==> src/rtl/interc_sw_evt_pkg.sv <==
// Shared types for the cluster software-event scheduler: one buffered trigger
// is an event index plus the mask of cores it targets.
package interc_sw_evt_pkg;
  localparam int PKG_NB_CORES = 8;
  localparam int STATUS_CNT_W = 6;

  typedef struct packed {
    logic [2:0]              evt;
    logic [PKG_NB_CORES-1:0] mask;
  } sw_evt_trig_t;
endpackage

==> src/rtl/sw_evt_trig_fifo.sv <==
// Synchronous trigger FIFO; pointers and count are reset, storage is not.
// Caller must not push when full nor pop when empty.
module sw_evt_trig_fifo
  import interc_sw_evt_pkg::*;
#(
  parameter int DEPTH = 4
) (
  input  logic                     clk_i,
  input  logic                     rst_i,
  input  logic                     push_i,
  input  sw_evt_trig_t             push_data_i,
  input  logic                     pop_i,
  output sw_evt_trig_t             head_o,
  output logic                     full_o,
  output logic                     empty_o,
  output logic [$clog2(DEPTH):0]   count_o
);
  localparam int AW = $clog2(DEPTH);

  sw_evt_trig_t   r_mem [DEPTH];
  logic [AW-1:0]  r_wptr;
  logic [AW-1:0]  r_rptr;
  logic [AW:0]    r_count;
  logic           w_push;
  logic           w_pop;

  assign full_o  = (r_count == (AW+1)'(DEPTH));
  assign empty_o = (r_count == '0);
  assign count_o = r_count;
  assign head_o  = r_mem[r_rptr];
  assign w_push  = push_i & ~full_o;
  assign w_pop   = pop_i & ~empty_o;

  always_ff @(posedge clk_i) begin
    if (rst_i) begin
      r_wptr  <= '0;
      r_rptr  <= '0;
      r_count <= '0;
    end else begin
      if (w_push) r_wptr <= r_wptr + AW'(1);
      if (w_pop)  r_rptr <= r_rptr + AW'(1);
      case ({w_push, w_pop})
        2'b10:   r_count <= r_count + (AW+1)'(1);
        2'b01:   r_count <= r_count - (AW+1)'(1);
        default: r_count <= r_count;
      endcase
    end
  end

  always_ff @(posedge clk_i) begin
    if (w_push) r_mem[r_wptr] <= push_data_i;
  end
endmodule

==> src/rtl/interc_sw_evt_sched.sv <==
// Round-robin shared access to the software-event trigger path; granted writes
// queue in a FIFO that drains into one-cycle per-core event pulses.
module interc_sw_evt_sched
  import interc_sw_evt_pkg::*;
#(
  parameter int NB_REQ     = 4,
  parameter int NB_CORES   = 8,
  parameter int NB_SW_EVT  = 8,
  parameter int FIFO_DEPTH = 4
) (
  input  logic                          clk_i,
  input  logic                          rst_i,
  input  logic [NB_REQ-1:0]             req_i,
  input  logic [NB_REQ-1:0]             we_n_i,
  input  logic [NB_REQ*32-1:0]          add_i,
  input  logic [NB_REQ*32-1:0]          wdata_i,
  output logic [NB_REQ-1:0]             gnt_o,
  output logic [NB_REQ-1:0]             r_valid_o,
  output logic [31:0]                   r_rdata_o,
  input  logic                          evt_stall_i,
  output logic [NB_CORES*NB_SW_EVT-1:0] sw_events_o
);
  localparam int PW = (NB_REQ > 1) ? $clog2(NB_REQ) : 1;
  localparam int CW = $clog2(FIFO_DEPTH) + 1;

  logic [PW-1:0]       r_rr_ptr;
  logic [NB_REQ-1:0]   w_elig;
  logic [NB_REQ-1:0]   w_gnt;
  logic [PW-1:0]       w_gnt_idx;
  logic                w_found;
  logic                w_sel_we_n;
  logic [31:0]         w_sel_add;
  logic [31:0]         w_sel_wdata;
  logic [NB_CORES-1:0] w_wmask;
  logic                w_push;
  logic                w_pop;
  sw_evt_trig_t        w_push_data;
  sw_evt_trig_t        w_head;
  logic                w_full;
  logic                w_empty;
  logic [CW-1:0]       w_count;
  logic [31:0]         w_status;
  logic                w_unused;

  // Full is taken before any pop this cycle, so a pop never lets a write through.
  assign w_elig = req_i & (we_n_i | {NB_REQ{~w_full}});

  always_comb begin
    int idx;
    idx       = 0;
    w_gnt     = '0;
    w_gnt_idx = '0;
    w_found   = 1'b0;
    for (int o = 0; o < NB_REQ; o++) begin
      idx = int'(r_rr_ptr) + o;
      if (idx >= NB_REQ) idx = idx - NB_REQ;
      if (!w_found && w_elig[idx]) begin
        w_found   = 1'b1;
        w_gnt_idx = PW'(idx);
      end
    end
    if (w_found && !rst_i) w_gnt[w_gnt_idx] = 1'b1;
  end

  assign gnt_o       = w_gnt;
  assign w_sel_we_n  = we_n_i[w_gnt_idx];
  assign w_sel_add   = add_i[w_gnt_idx*32 +: 32];
  assign w_sel_wdata = wdata_i[w_gnt_idx*32 +: 32];
  assign w_wmask     = w_sel_wdata[NB_CORES-1:0];
  assign w_push      = w_found & ~rst_i & ~w_sel_we_n;
  assign w_pop       = ~w_empty & ~evt_stall_i & ~rst_i;

  always_comb begin
    w_push_data.evt  = w_sel_add[4:2] & 3'(NB_SW_EVT-1);
    w_push_data.mask = PKG_NB_CORES'((w_wmask == '0) ? {NB_CORES{1'b1}} : w_wmask);
  end

  assign w_status = {24'b0, w_full, w_empty, STATUS_CNT_W'(w_count)};

  sw_evt_trig_fifo #(
    .DEPTH (FIFO_DEPTH)
  ) u_fifo (
    .clk_i       (clk_i),
    .rst_i       (rst_i),
    .push_i      (w_push),
    .push_data_i (w_push_data),
    .pop_i       (w_pop),
    .head_o      (w_head),
    .full_o      (w_full),
    .empty_o     (w_empty),
    .count_o     (w_count)
  );

  always_ff @(posedge clk_i) begin
    if (rst_i) begin
      r_rr_ptr  <= '0;
      r_valid_o <= '0;
      r_rdata_o <= '0;
    end else begin
      if (w_found) r_rr_ptr <= (int'(w_gnt_idx) == NB_REQ-1) ? '0 : w_gnt_idx + PW'(1);
      r_valid_o <= w_gnt;
      r_rdata_o <= (w_found && w_sel_we_n) ? w_status : 32'b0;
    end
  end

  // Pulses are decoded straight from the head in the cycle it is popped.
  always_comb begin
    sw_events_o = '0;
    if (w_pop) begin
      for (int c = 0; c < NB_CORES; c++) begin
        for (int e = 0; e < NB_SW_EVT; e++) begin
          sw_events_o[c*NB_SW_EVT+e] = (w_head.evt == 3'(e)) & w_head.mask[c];
        end
      end
    end
  end

  assign w_unused = ^{add_i, wdata_i, w_head.mask};
endmodule
==> config.mk <==
export PLATFORM = sky130hd
export DESIGN_NAME = interc_sw_evt_sched
export DESIGN_NICKNAME = d
export VERILOG_FILES = /design/src/rtl/interc_sw_evt_pkg.sv /design/src/rtl/sw_evt_trig_fifo.sv /design/src/rtl/interc_sw_evt_sched.sv
export SDC_FILE = /design/constraint.sdc
export NUM_CORES = 1
export LEC_CHECK = 0
export CAP_MARGIN = 15
export CORE_AREA = 3 3 143 145
export DETAILED_ROUTE_END_ITERATION = 7
export DIE_AREA = 0 0 146 148
export PLACE_DENSITY = 0.55
export SLEW_MARGIN = 25
export SYNTH_ARGS = -nofsm -noshare
export SYNTH_HDL_FRONTEND = slang
export SYNTH_HIERARCHICAL = 1
export SYNTH_SLANG_ARGS = --single-unit
==> constraint.sdc <==
create_clock -name clk_i -period 4 [get_ports clk_i]
set_input_delay 0.4 -clock clk_i [delete_from_list [all_inputs] [get_ports clk_i]]
set_output_delay 0.4 -clock clk_i [all_outputs]
set_load 0.005 [all_outputs]
Word level (Yosys, flattened, before mapping)
Memories as Yosys holds them, arrays and structs flattened. A register that Yosys moved wholly into a read port is not among the register bits.
Index checks and enable logic that the tools add are counted.
- memories: 1
- bits in writable memories: 44
- bits of input ports: 267
- output and inout port bits: 104
- bits in registers: 45
- word-level logic and storage cells: 173
- memories (name ; words ; width ; rd ports ; clocked after Yosys merged registers in ; wr ports ; RTL line ; source):
    u_fifo.r_mem ; 4 ; 11 ; 1 ; 1 ; 1 ; sw_evt_trig_fifo.sv:20 ; sw_evt_trig_t r_mem [DEPTH];
- mux-type cells: 37
- $add $sub $neg: 12
- equal/unequal tests: 11
- shift-type cells: 2
- reductions and logical operators: 15
- order comparisons: 10
- bitwise operators: 78
- operators by type and width (cell ; number):
    less-than comparator 32 x 4 -> 1 bit, second input constant ; 4
    2-to-1 mux 32 bit ; 4
    variable part select 128 x 8 -> 5 bit ; 1
    variable part select 128 x 8 -> 8 bit ; 1
    bitwise AND 1 bit ; 70
    2-to-1 mux 64 bit ; 1
    2-to-1 mux 1 bit ; 16
    equality test 3 bit, second input constant ; 5
    2-to-1 mux 2 bit ; 7
    subtractor 3 x 3 -> 4 bit, second input constant ; 3
    binary-select mux 1 bit (select 2 bit) ; 5
    greater-or-equal comparator 3 bit, second input constant ; 3
    logical NOT 8 bit ; 1
    2-to-1 mux 8 bit ; 1
    adder 2 x 1 -> 2 bit, second input constant ; 3
    adder 2 x 2 -> 3 bit, second input constant ; 2
    equality test 3 x 2 -> 1 bit, second input constant ; 2
    logical AND 1 bit ; 6
    logical NOT 3 bit ; 2
    NOT 1 bit ; 6
    case mux 3 bit (2 select lines) ; 1
    bitwise AND 4 bit ; 1
    equality test 2 x 1 -> 1 bit, second input constant ; 2
    logical NOT 1 bit ; 4
    other kinds (14) ; 14

Logic depth before layout (Yosys ltp)
- depth in word-level cells: 24
- gate-level depth with buffers: 19
- gate-level depth less buffers: 17

Cells and area by module
Netlist, hierarchy kept.
- by module, submodules not included (module ; instances ; cells an instance ; area each (um^2) ; seq. area each (um^2)):
    sw_evt_trig_fifo ; 1 ; 111 ; 2065.7 ; 1501.4
    interc_sw_evt_sched ; 1 ; 218 ; 1576.5 ; 220.2

Worst setup path after synthesis
No wires, ideal clock.
- kind: flip-flop to flip-flop
- start point: register u_fifo.r_count[2], in the netlist u_fifo/count_o[2]
- end point: register u_fifo.r_count[2], in the netlist u_fifo/count_o[2]
- setup slack: 261 ps
- library setup time: 70 ps
- stages on the path, launching flop included: 18
- arrival time: 3669 ps
- required time: 3930 ps
- path buffers: 1
- clock period less this slack: 3739 ps
- cells stage by stage: dfxtp_1 > nor3b_2 > inv_2 > o21ai_4 > nor2_1 > a221oi_2 > buf_2 > mux2i_1 > nor2b_1 > inv_1 > nor2_1 > inv_1 > ha_1 > inv_1 > fa_1 > xor2_1 > or3_1 > a21oi_1
- cells in the longest elaborated chain, start to end: 24
- elaborated cells between the ends (all ways): 47
- classes of those cells: add/sub: 2; eq/ne: 3; mux: 23; bitwise: 11; reduce/logical: 8
- ends and longest elaborated chain (element ; RTL line ; source):
    from (decl) ; sw_evt_trig_fifo.sv:23 ; logic [AW:0] r_count;
    from (signal assigned) ; sw_evt_trig_fifo.sv:43 ; 2'b10: r_count <= r_count + (AW+1)'(1);
    from (signal assigned) ; sw_evt_trig_fifo.sv:44 ; 2'b01: r_count <= r_count - (AW+1)'(1);
    from (signal assigned) ; sw_evt_trig_fifo.sv:45 ; default: r_count <= r_count;
    equality test 3 bit * ; sw_evt_trig_fifo.sv:27 ; assign full_o = (r_count == (AW+1)'(DEPTH));
    via w_full ; interc_sw_evt_sched.sv:39 ; logic w_full;
    NOT 1 bit * ; interc_sw_evt_sched.sv:46 ; assign w_elig = req_i & (we_n_i | {NB_REQ{~w_full}});
    bitwise OR 4 bit * ; interc_sw_evt_sched.sv:46 ;
    bitwise AND 4 bit * ; interc_sw_evt_sched.sv:46 ;
    binary-select mux 1 bit (select 2 bit) ; interc_sw_evt_sched.sv:57 ; if (!w_found && w_elig[idx]) begin
    2-to-1 mux 1 bit (implied by the code) (2 in series) ; interc_sw_evt_sched.sv:57 ;
    2-to-1 mux 1 bit ; interc_sw_evt_sched.sv:57 ;
    [9 not listed] ; - ;
    binary-select mux 1 bit (select 2 bit) ; interc_sw_evt_sched.sv:66 ; assign w_sel_we_n = we_n_i[w_gnt_idx];
    2-to-1 mux 1 bit (implied by the code) ; interc_sw_evt_sched.sv:66 ;
    NOT 1 bit ; interc_sw_evt_sched.sv:70 ; assign w_push = w_found & ~rst_i & ~w_sel_we_n;
    bitwise AND 1 bit * ; interc_sw_evt_sched.sv:70 ;
    via w_push ; interc_sw_evt_sched.sv:35 ; logic w_push;
    bitwise AND 1 bit * ; sw_evt_trig_fifo.sv:31 ; assign w_push = push_i & ~full_o;
    equality test 2 x 1 -> 1 bit or equality test 2 bit (tied branches) ; sw_evt_trig_fifo.sv:42 ; case ({w_push, w_pop})
    case mux 3 bit (2 select lines) or nonzero test 2 bit (tied branches) ; - ;
The timed path passes the listed nets; every way through them passes the cells marked *. The select of a mux whose other input is x is not followed.
A chain may end at the register's enable or synchronous reset.

==> implementation parameters <==
Parameter                              Value

Status
  Status ... completed

Power and ir drop
  Power density over the cells ... 369 mW/mm²
  Leakage power of the design ... 1.85 nW
  Maximum vdd drop ... 171 µV
  Total power ... 0.00201 W

Critical path
  Cells along the critical path ... nor3b_2 -> nand2b_2 -> a32o_1 -> a21oi_2 -> o221a_1 -> buf_4 -> mux4_2 -> or4_1 -> o21bai_2
  FF-to-FF setup slack ... 0.30 ns
  Cell family with the largest share of critical-path delay ... simple AND/OR/NAND/NOR gates
  Slowest cell delay on critical path ... 0.74 ns
  Buffers and inverters on the worst path ... 1
  Highest-delay cell along the critical path ... sky130_fd_sc_hd__or4_1
  Required time at the worst-slack endpoint ... 4.13 ns
  Data arrival time of the critical path ... 3.83 ns
  Setup crit start kind ... flip-flop
  Critical Path Fanout Max ... 14
  CP endpoint kind ... flip-flop
  Crit Path Class ... flip-flop to flip-flop

Timing
  Final worst-path cycle share ... 92.5%
  Shortest clock period the worst path allows after layout ... 3.70 ns
  Worst hold slack ... 0.496 ns
  Post-Route Skew ... 0.00235 ns
  Total setup violations reported at the end of the flow ... 0
  Number of failing hold endpoints at the final stage ... 0
  Transition time at the pin with the least slew margin ... 0.601 ns
  RSZ-0062 raised after global routing ... no
  Achievable frequency ... 270 MHz
  Max Transition Viols Final ... 0
  Slew margin rel. ... 59.9%
  Total negative slack ... 0 ns

Detailed routing
  Drt via density ... 3.85
  Antenna violation net count after detailed routing ... 0
  Total detailed-routing wirelength ... 9.49 mm
  Detail-routed net length per standard cell ... 12.9 µm
  Routed via count ... 2823
  Drc violations ... 0
  First-pass DRT Iterations ... 4
  Drt initial violations ... 98

CTS
  Post-CTS setup repair buffer count ... 0
  CTS sink cnt ... 64
  PostCTS Resize Cnt ... 0
  Clock transition at the register clock pins on the worst setup and hold paths after CTS ... 0.05 ns
  CTS root buffer ... sky130_fd_sc_hd__clkbuf_16
  Maximum number of buffers from clock root to sink ... 2
  Total CTS buffers ... 9
  Clock latency on the worst-skew pair ... 0.32 ns
  Number of H-tree branching levels ... 3
  Clock tree from TritonCTS ... yes
  Number of buffers inserted by hold repair at cts ... 0

Global routing
  Maximum number of pins on one net before global-route repair ... 18
  Overall fraction of global-route tracks in use ... 8.42%
  Initial antenna violation count ... 0
  Wire length of the first global-routing pass ... 14.2 mm
  Global route total overflow ... 0
  Number of global-route vias before repair ... 2678

Yosys
  Most frequent cells after synthesis ... 77 x sky130_fd_sc_hd__nor2_1, 44 x sky130_fd_sc_hd__edfxtp_1, 28 x sky130_fd_sc_hd__buf_4
  Synth area leader ... sky130_fd_sc_hd__edfxtp_1
  Mean area per synthesized cell ... 11.1 µm²
  Area fraction of the dominant cell type after synthesis ... 36.3%
  Number of synthesized flops with an enable pin ... 44
  Number of unique standard cell types used by synthesis ... 43
  Share of synthesized flip-flops with an asynchronous set or reset ... 0%
  Number of warnings reported in the yosys synthesis log ... 6
  Seq cells post-synth ... 64
  Primary FF master, synth ... sky130_fd_sc_hd__edfxtp_1
  Syn Std Cell Area ... 0.00364 mm²
  Sequential fraction of the synthesis area ... 47.3%
  Cells taking the most area after synthesis ... sky130_fd_sc_hd__edfxtp_1 36%, sky130_fd_sc_hd__mux4_2 12%, sky130_fd_sc_hd__dfxtp_1 11%
  Post-synthesis cell count ... 329
  Cell with the most instances after synthesis ... sky130_fd_sc_hd__nor2_1

Floorplan
  Area of the placeable core ... 0.0193 mm²
  Starting density of the core ... 18.8%
  I/O pins ... 371
  Chip Width ... 146 µm
  Total Die Area ... 0.0216 mm²
  Number of rows created at floorplan ... 51
  Floorplan die height ... 148 µm

Final layout
  Proportion of layout cells with a drive suffix above 1 ... 12.8%
  Count of placed standard cells in the final layout, fillers left out ... 733
  Net count, final ... 740
  Signed area change from the synthesized netlist to the final layout ... 49.7%
  Diode count ... 0

Placement
  Detailed Place HPWL ... 7.29 mm
  Placed insts ... 717
  Final estimated routing congestion in global placement ... 0.725
  Buffers on Ports ... 131

Job
  Max-Cap Viols ... 0

Hold path
  Worst hold path type ... flip-flop to flip-flop
==> cell usage in the layout (no fill, tap or decap), drive strengths merged, types with 9 or more instances in the layout <==
cell,synthesis,routed
conb,1,27
buf,35,9
mux4,19,19
nor2,77,77
inv,13,13
dfxtp,20,20
and2,12,12
edfxtp,44,44
clkdlybuf4s50,0,131
clkbuf,8,9
nand2,14,14
ha,9,9
a21oi,11,11
==> area by class of cell <==
type / count / area, µm²
fillers: 1989 / 13900
flip-flops and latches: 64 / 1720
multi-input cells: 235 / 1680
repair buffers: 140 / 1380
well taps: 265 / 332
clock buffers: 9 / 225
clock inverters: 7 / 62.6
inverters: 13 / 48.8
==> kinds of logic after synthesis <==
logic type      Yosys count  share of synthesized area [%]
mux                      30                           14.9
fa+ha+maj                10                           3.64
flops                    64                           47.3
xor+xnor                  3                          0.722
compound gates           32                           7.11
other cells               1                          0.103
simple gates            133                           17.1
buf+inv                  56                           9.21
==> worst paths after layout <==
path                     start  depth (start not counted)                  to
min reg2reg   u_fifo/r_rptr[1]                          2           flip-flop
max          u_fifo/count_o[2]                          9  u_fifo/r_mem[3][3]
min           u_fifo/r_rptr[1]                          2           flip-flop
max reg2reg  u_fifo/count_o[2]                          9  u_fifo/r_mem[3][3]
==> per-stage QoR <==
step,setup WS [ns],cell area [µm²],utilization [%]
final,0.301,5450,28.2
after global routing,0.0818,5450,28.2
after CTS,0.301,5450,28.2
after global placement,0.241,5160,26.7
after floorplan,0.261,3740,-
after detailed placement,0.165,5160,26.7
==> metal layers <==
layer | track usage (%) | wire length [µm]
met1 | 9.80 | 3900
met4 | 2.68 | 118
met2 | 14.9 | 4690
met3 | 2.48 | 780
met5 | 0 | 0
==> worst register-to-register path: cells and delay by family (launching register included) <==
family	cells	cell delay [ns]
compound gates	4	0.99
buf+inv	1	0.27
mux	1	0.55
simple gates	3	1.26
flops	1	0.44
==> registers in the layout (all words and copies together), names as in the netlist, named ones only <==
register,cells
r_valid_o,4
u_fifo/r_rptr,2
u_fifo/count_o,3
u_fifo/r_mem,44
r_rr_ptr,2
u_fifo/r_wptr,2
r_rdata_o,5
==> power by group <==
part           total (W)  switching, W  internal [W]
sequential      0.000811     0.0000253      0.000785
clock           0.000735      0.000260      0.000474
combinational   0.000464      0.000239      0.000225
Power figures use the tool's default switching activity.
